$ cat config.mk
export PLATFORM = sky130hd
export DESIGN_NAME = memreq_arbiter_flat
export DESIGN_NICKNAME = d
export VERILOG_FILES = /design/src/rtl/memreq_arbiter_if.sv /design/src/rtl/memreq_arbiter.sv /design/src/flat_wrapper.sv
export SDC_FILE = /design/constraint.sdc
export NUM_CORES = 1
export LEC_CHECK = 0
export ABC_CLOCK_PERIOD_IN_PS = 3940
export CAP_MARGIN = 10
export CORE_ASPECT_RATIO = 0.75
export CORE_MARGIN = 3
export CORE_UTILIZATION = 39
export DETAILED_ROUTE_END_ITERATION = 12
export HOLD_SLACK_MARGIN = 0.02
export PLACE_DENSITY_LB_ADDON = 0.1
export SYNTH_ARGS = -nofsm -noshare
export SYNTH_HDL_FRONTEND = slang
export SYNTH_SLANG_ARGS = --single-unit
$ cat constraint.sdc
create_clock -name bclk -period 3.94 [get_ports bclk]
set_clock_uncertainty 0.15 [all_clocks]
set_input_delay 0.788 -clock bclk [delete_from_list [all_inputs] [get_ports bclk]]
set_output_delay 0.788 -clock bclk [all_outputs]
set_load 0.02 [all_outputs]
$ cat src/rtl/memreq_arbiter_if.sv
// memreq_arbiter_if
//   Bundles every byte-stream port of memreq_arbiter.
//   s0_* / s1_* : request streams from the two requesters (into the arbiter)
//   r0_* / r1_* : response streams back to the two requesters (out of the arbiter)
//   m_*         : request stream towards the memreq command port (out of the arbiter)
//   q_*         : response stream from the memreq response port (into the arbiter)
//   Modport slave is the arbiter's view; modport master is the view of everything
//   around it (requesters plus memreq), as used by a testbench or top-level wrapper.
interface memreq_arbiter_if;

   logic       s0_tvalid;
   logic       s0_tready;
   logic       s0_tkeep;
   logic       s0_tlast;
   logic [7:0] s0_tdata;

   logic       s1_tvalid;
   logic       s1_tready;
   logic       s1_tkeep;
   logic       s1_tlast;
   logic [7:0] s1_tdata;

   logic       r0_tvalid;
   logic       r0_tready;
   logic       r0_tkeep;
   logic       r0_tlast;
   logic [7:0] r0_tdata;

   logic       r1_tvalid;
   logic       r1_tready;
   logic       r1_tkeep;
   logic       r1_tlast;
   logic [7:0] r1_tdata;

   logic       m_tvalid;
   logic       m_tready;
   logic       m_tkeep;
   logic       m_tlast;
   logic [7:0] m_tdata;

   logic       q_tvalid;
   logic       q_tready;
   logic       q_tkeep;
   logic       q_tlast;
   logic [7:0] q_tdata;

   modport slave (
      input  s0_tvalid, s0_tkeep, s0_tlast, s0_tdata,
      output s0_tready,
      input  s1_tvalid, s1_tkeep, s1_tlast, s1_tdata,
      output s1_tready,
      output r0_tvalid, r0_tkeep, r0_tlast, r0_tdata,
      input  r0_tready,
      output r1_tvalid, r1_tkeep, r1_tlast, r1_tdata,
      input  r1_tready,
      output m_tvalid, m_tkeep, m_tlast, m_tdata,
      input  m_tready,
      input  q_tvalid, q_tkeep, q_tlast, q_tdata,
      output q_tready
   );

   modport master (
      output s0_tvalid, s0_tkeep, s0_tlast, s0_tdata,
      input  s0_tready,
      output s1_tvalid, s1_tkeep, s1_tlast, s1_tdata,
      input  s1_tready,
      input  r0_tvalid, r0_tkeep, r0_tlast, r0_tdata,
      output r0_tready,
      input  r1_tvalid, r1_tkeep, r1_tlast, r1_tdata,
      output r1_tready,
      input  m_tvalid, m_tkeep, m_tlast, m_tdata,
      output m_tready,
      output q_tvalid, q_tkeep, q_tlast, q_tdata,
      input  q_tready
   );

endinterface

$ cat src/rtl/memreq_arbiter.sv
// memreq_arbiter
//   Shares the single memreq command port between two requesters. Whole request
//   frames (delimited by tlast) are granted round-robin and forwarded unmodified;
//   the port of every completed frame is pushed into a grant-order FIFO. memreq
//   answers strictly in order, so the FIFO head tells which requester owns the
//   response frame currently on q_*.
//
// Ports
//   bclk      : bus clock, the only clock domain
//   rst       : synchronous active-high reset
//   bus       : all stream ports (memreq_arbiter_if.slave)
//   pending_o : grant-order FIFO occupancy (registered)
//   orphan_o  : one-cycle pulse, the cycle after a response beat arrived with
//               the FIFO empty (that beat was dropped)
//
// PENDING must be a power of two and at least 2 so the pointers wrap naturally.
module memreq_arbiter #(
   parameter int unsigned PENDING = 4
) (
   input  logic                      bclk,
   input  logic                      rst,
   memreq_arbiter_if.slave           bus,
   output logic [$clog2(PENDING):0]  pending_o,
   output logic                      orphan_o
);

   localparam int unsigned PtrW = $clog2(PENDING);
   localparam logic [PtrW:0] CntFull = PENDING[PtrW:0];
   localparam logic [PtrW:0] CntOne  = {{PtrW{1'b0}}, 1'b1};
   localparam logic [PtrW-1:0] PtrOne = {{(PtrW-1){1'b0}}, 1'b1};

   typedef enum logic [0:0] {StIdle, StFwd} state_e;

   state_e          state_q, state_d;
   logic            sel_q, sel_d;
   logic            last_q, last_d;
   logic            orphan_q, orphan_d;

   // Grant-order FIFO: one bit per outstanding frame, the requester index.
   logic [PENDING-1:0] route_q;
   logic [PtrW-1:0]    wr_ptr_q, rd_ptr_q;
   logic [PtrW:0]      count_q, count_d;

   logic full, empty;
   logic push, pop;
   logic head;

   assign full      = (count_q == CntFull);
   assign empty     = (count_q == '0);
   assign head      = route_q[rd_ptr_q];
   assign pending_o = count_q;
   assign orphan_o  = orphan_q;

   // ---------------------------------------------------------------------------
   // Request side: frame-granular round-robin grant and pass-through.
   // ---------------------------------------------------------------------------
   always_comb begin
      state_d       = state_q;
      sel_d         = sel_q;
      last_d        = last_q;
      push          = 1'b0;
      bus.m_tvalid  = 1'b0;
      bus.m_tkeep   = 1'b0;
      bus.m_tlast   = 1'b0;
      bus.m_tdata   = '0;
      bus.s0_tready = 1'b0;
      bus.s1_tready = 1'b0;

      unique case (state_q)
         StIdle: begin
            // A full FIFO only blocks new grants; a frame in flight always has a slot.
            if (!full && (bus.s0_tvalid || bus.s1_tvalid)) begin
               state_d = StFwd;
               if (bus.s0_tvalid && bus.s1_tvalid) begin
                  sel_d = ~last_q;
               end else begin
                  sel_d = bus.s1_tvalid;
               end
            end
         end
         StFwd: begin
            if (sel_q) begin
               bus.m_tvalid  = bus.s1_tvalid;
               bus.m_tkeep   = bus.s1_tkeep;
               bus.m_tlast   = bus.s1_tlast;
               bus.m_tdata   = bus.s1_tdata;
               bus.s1_tready = bus.m_tready;
            end else begin
               bus.m_tvalid  = bus.s0_tvalid;
               bus.m_tkeep   = bus.s0_tkeep;
               bus.m_tlast   = bus.s0_tlast;
               bus.m_tdata   = bus.s0_tdata;
               bus.s0_tready = bus.m_tready;
            end
            if (bus.m_tvalid && bus.m_tready && bus.m_tlast) begin
               push    = 1'b1;
               last_d  = sel_q;
               state_d = StIdle;
            end
         end
         default: state_d = StIdle;
      endcase
   end

   // ---------------------------------------------------------------------------
   // Response side: route q_* by the FIFO head, drop beats nobody asked for.
   // ---------------------------------------------------------------------------
   always_comb begin
      bus.r0_tvalid = 1'b0;
      bus.r0_tkeep  = bus.q_tkeep;
      bus.r0_tlast  = bus.q_tlast;
      bus.r0_tdata  = bus.q_tdata;
      bus.r1_tvalid = 1'b0;
      bus.r1_tkeep  = bus.q_tkeep;
      bus.r1_tlast  = bus.q_tlast;
      bus.r1_tdata  = bus.q_tdata;
      bus.q_tready  = 1'b0;
      pop           = 1'b0;
      orphan_d      = 1'b0;

      if (empty) begin
         // Sink orphans, but keep every ready low while reset is held.
         bus.q_tready = ~rst;
         orphan_d     = bus.q_tvalid;
      end else begin
         if (head) begin
            bus.r1_tvalid = bus.q_tvalid;
            bus.q_tready  = bus.r1_tready;
         end else begin
            bus.r0_tvalid = bus.q_tvalid;
            bus.q_tready  = bus.r0_tready;
         end
         pop = bus.q_tvalid && bus.q_tready && bus.q_tlast;
      end
   end

   always_comb begin
      count_d = count_q;
      if (push && !pop) begin
         count_d = count_q + CntOne;
      end else if (pop && !push) begin
         count_d = count_q - CntOne;
      end
   end

   // ---------------------------------------------------------------------------
   // State
   // ---------------------------------------------------------------------------
   always_ff @(posedge bclk) begin
      if (rst) begin
         state_q  <= StIdle;
         sel_q    <= 1'b0;
         last_q   <= 1'b1;
         orphan_q <= 1'b0;
         route_q  <= '0;
         wr_ptr_q <= '0;
         rd_ptr_q <= '0;
         count_q  <= '0;
      end else begin
         state_q  <= state_d;
         sel_q    <= sel_d;
         last_q   <= last_d;
         orphan_q <= orphan_d;
         count_q  <= count_d;
         if (push) begin
            route_q[wr_ptr_q] <= sel_q;
            wr_ptr_q          <= wr_ptr_q + PtrOne;
         end
         if (pop) begin
            rd_ptr_q <= rd_ptr_q + PtrOne;
         end
      end
   end

endmodule
$ cat src/flat_wrapper.sv
// flat-port wrapper written by rule: the top's interface ports become plain ports
module memreq_arbiter_flat 
#(
   parameter int unsigned PENDING = 4
)
  (bclk, rst, pending_o, orphan_o, bus_s0_tvalid, bus_s0_tkeep, bus_s0_tlast, bus_s0_tdata, bus_s0_tready, bus_s1_tvalid, bus_s1_tkeep, bus_s1_tlast, bus_s1_tdata, bus_s1_tready, bus_r0_tvalid, bus_r0_tkeep, bus_r0_tlast, bus_r0_tdata, bus_r0_tready, bus_r1_tvalid, bus_r1_tkeep, bus_r1_tlast, bus_r1_tdata, bus_r1_tready, bus_m_tvalid, bus_m_tkeep, bus_m_tlast, bus_m_tdata, bus_m_tready, bus_q_tvalid, bus_q_tkeep, bus_q_tlast, bus_q_tdata, bus_q_tready);
  memreq_arbiter_if bus_i ();
  input  logic bclk;
  input  logic rst;
  output logic [$clog2(PENDING):0] pending_o;
  output logic orphan_o;
  input wire logic [$bits(bus_i.s0_tvalid)-1:0] bus_s0_tvalid;
  input wire logic [$bits(bus_i.s0_tkeep)-1:0] bus_s0_tkeep;
  input wire logic [$bits(bus_i.s0_tlast)-1:0] bus_s0_tlast;
  input wire logic [$bits(bus_i.s0_tdata)-1:0] bus_s0_tdata;
  output wire logic [$bits(bus_i.s0_tready)-1:0] bus_s0_tready;
  input wire logic [$bits(bus_i.s1_tvalid)-1:0] bus_s1_tvalid;
  input wire logic [$bits(bus_i.s1_tkeep)-1:0] bus_s1_tkeep;
  input wire logic [$bits(bus_i.s1_tlast)-1:0] bus_s1_tlast;
  input wire logic [$bits(bus_i.s1_tdata)-1:0] bus_s1_tdata;
  output wire logic [$bits(bus_i.s1_tready)-1:0] bus_s1_tready;
  output wire logic [$bits(bus_i.r0_tvalid)-1:0] bus_r0_tvalid;
  output wire logic [$bits(bus_i.r0_tkeep)-1:0] bus_r0_tkeep;
  output wire logic [$bits(bus_i.r0_tlast)-1:0] bus_r0_tlast;
  output wire logic [$bits(bus_i.r0_tdata)-1:0] bus_r0_tdata;
  input wire logic [$bits(bus_i.r0_tready)-1:0] bus_r0_tready;
  output wire logic [$bits(bus_i.r1_tvalid)-1:0] bus_r1_tvalid;
  output wire logic [$bits(bus_i.r1_tkeep)-1:0] bus_r1_tkeep;
  output wire logic [$bits(bus_i.r1_tlast)-1:0] bus_r1_tlast;
  output wire logic [$bits(bus_i.r1_tdata)-1:0] bus_r1_tdata;
  input wire logic [$bits(bus_i.r1_tready)-1:0] bus_r1_tready;
  output wire logic [$bits(bus_i.m_tvalid)-1:0] bus_m_tvalid;
  output wire logic [$bits(bus_i.m_tkeep)-1:0] bus_m_tkeep;
  output wire logic [$bits(bus_i.m_tlast)-1:0] bus_m_tlast;
  output wire logic [$bits(bus_i.m_tdata)-1:0] bus_m_tdata;
  input wire logic [$bits(bus_i.m_tready)-1:0] bus_m_tready;
  input wire logic [$bits(bus_i.q_tvalid)-1:0] bus_q_tvalid;
  input wire logic [$bits(bus_i.q_tkeep)-1:0] bus_q_tkeep;
  input wire logic [$bits(bus_i.q_tlast)-1:0] bus_q_tlast;
  input wire logic [$bits(bus_i.q_tdata)-1:0] bus_q_tdata;
  output wire logic [$bits(bus_i.q_tready)-1:0] bus_q_tready;
  assign bus_i.s0_tvalid = bus_s0_tvalid;
  assign bus_i.s0_tkeep = bus_s0_tkeep;
  assign bus_i.s0_tlast = bus_s0_tlast;
  assign bus_i.s0_tdata = bus_s0_tdata;
  assign bus_s0_tready = bus_i.s0_tready;
  assign bus_i.s1_tvalid = bus_s1_tvalid;
  assign bus_i.s1_tkeep = bus_s1_tkeep;
  assign bus_i.s1_tlast = bus_s1_tlast;
  assign bus_i.s1_tdata = bus_s1_tdata;
  assign bus_s1_tready = bus_i.s1_tready;
  assign bus_r0_tvalid = bus_i.r0_tvalid;
  assign bus_r0_tkeep = bus_i.r0_tkeep;
  assign bus_r0_tlast = bus_i.r0_tlast;
  assign bus_r0_tdata = bus_i.r0_tdata;
  assign bus_i.r0_tready = bus_r0_tready;
  assign bus_r1_tvalid = bus_i.r1_tvalid;
  assign bus_r1_tkeep = bus_i.r1_tkeep;
  assign bus_r1_tlast = bus_i.r1_tlast;
  assign bus_r1_tdata = bus_i.r1_tdata;
  assign bus_i.r1_tready = bus_r1_tready;
  assign bus_m_tvalid = bus_i.m_tvalid;
  assign bus_m_tkeep = bus_i.m_tkeep;
  assign bus_m_tlast = bus_i.m_tlast;
  assign bus_m_tdata = bus_i.m_tdata;
  assign bus_i.m_tready = bus_m_tready;
  assign bus_i.q_tvalid = bus_q_tvalid;
  assign bus_i.q_tkeep = bus_q_tkeep;
  assign bus_i.q_tlast = bus_q_tlast;
  assign bus_i.q_tdata = bus_q_tdata;
  assign bus_q_tready = bus_i.q_tready;
  memreq_arbiter #(.PENDING(PENDING)) u_core (.bclk(bclk), .rst(rst), .bus(bus_i), .pending_o(pending_o), .orphan_o(orphan_o));
endmodule
* Word level (Yosys, flattened, before mapping)
Index checks and enable logic that the tools add are counted.
** Word-level totals
- Output and inout bits :: 40
- Word-level logic and storage cells :: 73
- Bits of input ports :: 38
- Register bits :: 15
** Cells by class
- Mux-type cells :: 35
- Equality and inequality tests :: 1
- Add/sub/neg operators :: 4
- Bitwise gates (word level) :: 4
- Reductions and logical operators :: 18
- Order comparisons :: 3
** Operators by type and width (count)
- 1-bit 2-to-1 mux :: 27
- 8-bit 2-to-1 mux :: 2
- 1-bit logical AND :: 9
- 2-bit by 3-bit less-than comparator with 1-bit output, second input constant :: 2
- 3-bit 2-to-1 mux :: 2
- 2-bit by 1-bit adder with 2-bit output, second input constant :: 2
- 4-bit bitwise mux :: 1
- 1-bit inverter :: 4
- 2-bit AND reduction :: 2
- 3-bit by 1-bit adder with 3-bit output, second input constant :: 1
- 3-bit equality test, second input constant :: 1
- 1-bit zero test :: 3
- 3-bit zero test :: 1
- 3-bit by 1-bit subtractor with 3-bit output, second input constant :: 1
- 1-bit binary-select mux with 2-bit select :: 1
- 1-bit demux with 2-bit select :: 1
- 2-bit by 1-bit >= comparator with 1-bit output, second input constant :: 1
- 1-bit case mux with 2 select lines :: 1
- 2-bit nonzero test :: 1
- 2-bit OR reduction :: 1
- 1-bit logical OR :: 1

* Logic depth before layout (Yosys ltp)
- Depth after elaboration :: 10
- Gate-level depth with buffers :: 10
- Mapped depth without buffers :: 10

* Worst setup path before layout
Ideal clock, no wire load.
- Path kind :: input-to-reg
- Start :: input port bus_s1_tlast
- End :: register u_core.count_q[2], in the netlist u_core.pending_o[2]
- Setup slack :: 1352 ps
- Data arrival time :: 2368 ps
- Library setup time :: 70 ps
- Data required time :: 3720 ps
- Cell stages on the path :: 9
- Buffers on the path :: 0
- Cells stage by stage :: and3_1 o211ai_4 inv_1 ha_1 inv_1 fa_1 xor2_1 or3_1 a21oi_1
** On the way
- Cells in the longest elaborated chain, start to end :: 8
- Elaborated cells between the ends (all ways) :: 10
- Those cells by class :: 5 x mux; 5 x reduce/logical
** RTL lines
- start: declaration :: line flat_wrapper.sv:19 : input wire logic [$bits(bus_i.s1_tlast)-1:0] bus_s1_tlast;
- 1-bit 2-to-1 mux * :: line memreq_arbiter.sv:82 : if (sel_q) begin
- 1-bit 2-to-1 mux * :: line memreq_arbiter.sv:69 : unique case (state_q)
- 1-bit logical AND * :: line memreq_arbiter.sv:95 : if (bus.m_tvalid && bus.m_tready && bus.m_tlast) begin
- 1-bit 2-to-1 mux * :: line memreq_arbiter.sv:95
- 1-bit 2-to-1 mux * :: line memreq_arbiter.sv:69
- via u_core.push :: line memreq_arbiter.sv:45 : logic push, pop;
- 1-bit zero test :: line memreq_arbiter.sv:141 : end else if (pop && !push) begin
- 1-bit logical AND :: line memreq_arbiter.sv:141
- 2-bit nonzero test (no line)
- end signal: assignment :: line memreq_arbiter.sv:164 : count_q <= count_d;
- end: declaration :: line memreq_arbiter.sv:42 : logic [PtrW:0] count_q, count_d;
The timed path passes the listed nets; every way through them passes the cells marked *. The select of a mux whose other input is x is not followed.
A chain may end at the register's enable or synchronous reset.

* Final worst setup path
- Start :: input port bus_m_tready
- End :: output port bus_s0_tready
** On the way
- Cells in the longest elaborated chain, start to end :: 2
** RTL lines
- start: declaration :: line flat_wrapper.sv:36 : input wire logic [$bits(bus_i.m_tready)-1:0] bus_m_tready;
- 1-bit 2-to-1 mux :: line memreq_arbiter.sv:82
- 1-bit 2-to-1 mux :: line memreq_arbiter.sv:69
- end: declaration :: line flat_wrapper.sv:16 : output wire logic [$bits(bus_i.s0_tready)-1:0] bus_s0_tready;
Every way passes these cells.

==> summary.txt <==
Clock Sinks: 15
via count: 996
LEAKAGE: 0.625 nW
Critical Path Most Common Cell: clkdlybuf4s50_1
Max Root-Sink Buffers: 2
post-synthesis cell type count: 32
register area share after synthesis: 24.7%
Least-Margin Pin Slew: 0.495 ns
grt total ovfl: 0
Core ar.: 2780 µm²
setup slack at placement: 0.666 ns
crit path DAT: 2.16 ns
Slew Viols, Final: 0
DR DRC count: 0
number of synthesized register bits: 15
WL/cell: 12.9 µm
Yosys Warn Count: 0
synth cell count leaders: buf_4, mux2i_1, dfxtp_1
CTS root buffer: clkbuf_8
Setup TNS: 0 ns
Antenna Nets Post-Route: 0
synthesized cell area: 1210 µm²
Final Core Density: 58.1%
syn_area_per_cell: 8.79 µm²
P per Cell Area: 269 nW/µm²
Post-CTS Setup Inserts: 0
FP Rows: 16
Tot GR Track Use: 14.9%
first-pass GRT wire length: 4400 µm
Ports: 78
CTS resizes: 0
vias in the first global route: 924
Synth Flop Type: dfxtp_1
cts bufs inserted: 3
Buf/Inv on CP: 2
TritonRoute pass-1 iters: 4
Routed WL: 2650 µm
Max Cap Viol: 0
Critical-path top delay cell: clkdlybuf4s50_1
Layout area overhead: 33.2%
cell family with most CP delay: buffers and inverters
Total Nets Final: 214
clk_lat worst skew: 0.25 ns
crit end category: output pin
Post-CTS Hold Buffers: 0
R2R setup slack: 1.27 ns
maximum clock frequency: 0.322 GHz
Port Buf Inserts: 50
layout cell share with drive strength beyond 1: 5.92%
slew margin rel.: 66.9%
Post-Synthesis Cells: 138
vias per inst: 4.86
status: finished, final reports clean
most numerous cell in the Yosys netlist: buf_4
ant diodes: 0
Final min period: 3.10 ns
initial antenna violation count: 0
Setup WS post-layout: 0.839 ns
Crit Path Max Fanout: 5
startpoint types: input port
Starting Density: 43.6%
H-tree levels: 1
top post-synthesis cells by area: dfxtp_1, mux2i_1, buf_4, nor2b_1, ha_1
Starting DRT DRC Count: 41
Setup Viol. Count Final: 0
Yosys top cell by area: dfxtp_1
WS Path Type: input port to output pin
Async SR Flop Fraction: 0%
Fin. Hold Viols: 0
Tightest Hold Check Type: register to register
Post-Syn Nets: 182
gpl congestion: 0.654
Tot Pwr: 434 µW
Max VDD drop: 0.142 mV
Die Y: 54.3 µm
post-synth top area share: 24.7%
Critical Path RT: 3.00 ns
Max stage delay on crit path: 0.62 ns
CTS tree: yes
Die W: 70.4 µm
Critical Path, Cell by Cell: clkdlybuf4s50_1 -> nand2_1 -> nor2_1 -> clkdlybuf4s50_1
Tcrit/Tclk final: 78.7%
post-DP HPWL: 2200 µm
RSZ-0062 raised after global routing: false
clk slew on worst S/H paths: 0.06 ns
largest net degree at the start of global routing: 18
die area: 3820 µm²
EDFF count, synth: 0
fillcell total: 250
-- path summary, 6_finish.rpt --
kind / start / endpoint / depth (start not counted)
max: bus_m_tready / bus_s0_tready / 4
min: u_core.last_q / u_core.last_q / 1
max reg2reg: u_core.rd_ptr_q[1] / u_core.pending_o[2] / 10
min reg2reg: u_core.last_q / u_core.last_q / 1
-- state kept, by name (all words and copies together), names as in the netlist --
name and count:
u_core.state_q 1, u_core.pending_o 3, u_core.wr_ptr_q 2, u_core.rd_ptr_q 2, u_core.last_q 1, u_core.orphan_o 1, u_core.sel_q 1, u_core.route_q 4
-- routing by layer --
| metal | vias up | track usage, % | share of wire [%] |
|---|---|---|---|
| met5 | - | 0 | 0 |
| met4 | 0 | 5.73 | 0.72 |
| met3 | 4 | 4.59 | 5.1 |
| met2 | 24 | 26.7 | 53 |
| met1 | 463 | 17.2 | 41 |
| li1 | 505 | - | - |
-- area by class of cell --
cell class                 count  area [µm²]  area share (%)
inverter                       8        30.0            1.86
tap                           36        45.0            2.79
timing repair buffer          52         515            31.9
clock buffer                   4        45.0            2.79
multi-input combinational     90         681            42.1
sequential                    15         300            18.6
-- through the flow --
step | std cells | hold WS [ns] | area [µm²]
3_3_place_gp | 201 | 0.313 | 1570
2_1_floorplan | 138 | 0.285 | 1210
5_1_grt | 205 | 0.358 | 1620
3_5_place_dp | 201 | 0.315 | 1570
6_report | 205 | 0.325 | 1620
4_1_cts | 205 | 0.331 | 1620
-- report_power, final --
part | switching [mW] | total (mW) | internal [mW]
registers | 0.00909 | 0.167 | 0.158
logic | 0.0627 | 0.143 | 0.0807
clock network | 0.0522 | 0.124 | 0.0716
-- worst reg2reg max path: cells and delay by family, from the launching register on --
family                   cells  cell delay (ns)
buffers and inverters        1             0.06
XOR/XNOR                     1             0.18
multiplexers                 3             0.66
flip-flops                   1             0.42
AND/OR/NAND/NOR              2             0.45
adder cells (fa/ha/maj)      2             0.55
AO/OA/AOI/OAI                1             0.14
-- cell usage in the layout (no fill, tap or decap) --
cell type / count
clkdlybuf4s50_1: 50
mux2i_1: 20
dfxtp_1: 15
nor2b_1: 12
inv_1: 8
nand2_1: 8
nor2_1: 8
a21oi_1: 8
ha_1: 5
o21ai_1: 4
and3_1: 3
o21ai_0: 3
clkbuf_8: 3
xor2_1: 2
nor3b_1: 2
buf_4: 2
and3b_1: 1
o211ai_4: 1
or3_4: 1
nand3_2: 1
or2_1: 1
and2b_2: 1
nor3b_2: 1
mux2_1: 1
o21bai_1: 1
a211o_1: 1
nand3_1: 1
a21bo_1: 1
or3_1: 1
xnor2_1: 1
fa_1: 1
clkbuf_1: 1
-- cells by family after synthesis --
kind of cell               Yosys count  synth area share [%]
adders and majority gates            6                  6.80
DFF                                 15                  24.7
buffers and inverters               33                  19.2
AOI/OAI and AO/OA                   19                  10.1
xor gates and xnor gates             3                  2.17
and+or+nand+nor                     41                  19.6
muxes                               21                  17.4
Power figures use the tool's default switching activity.
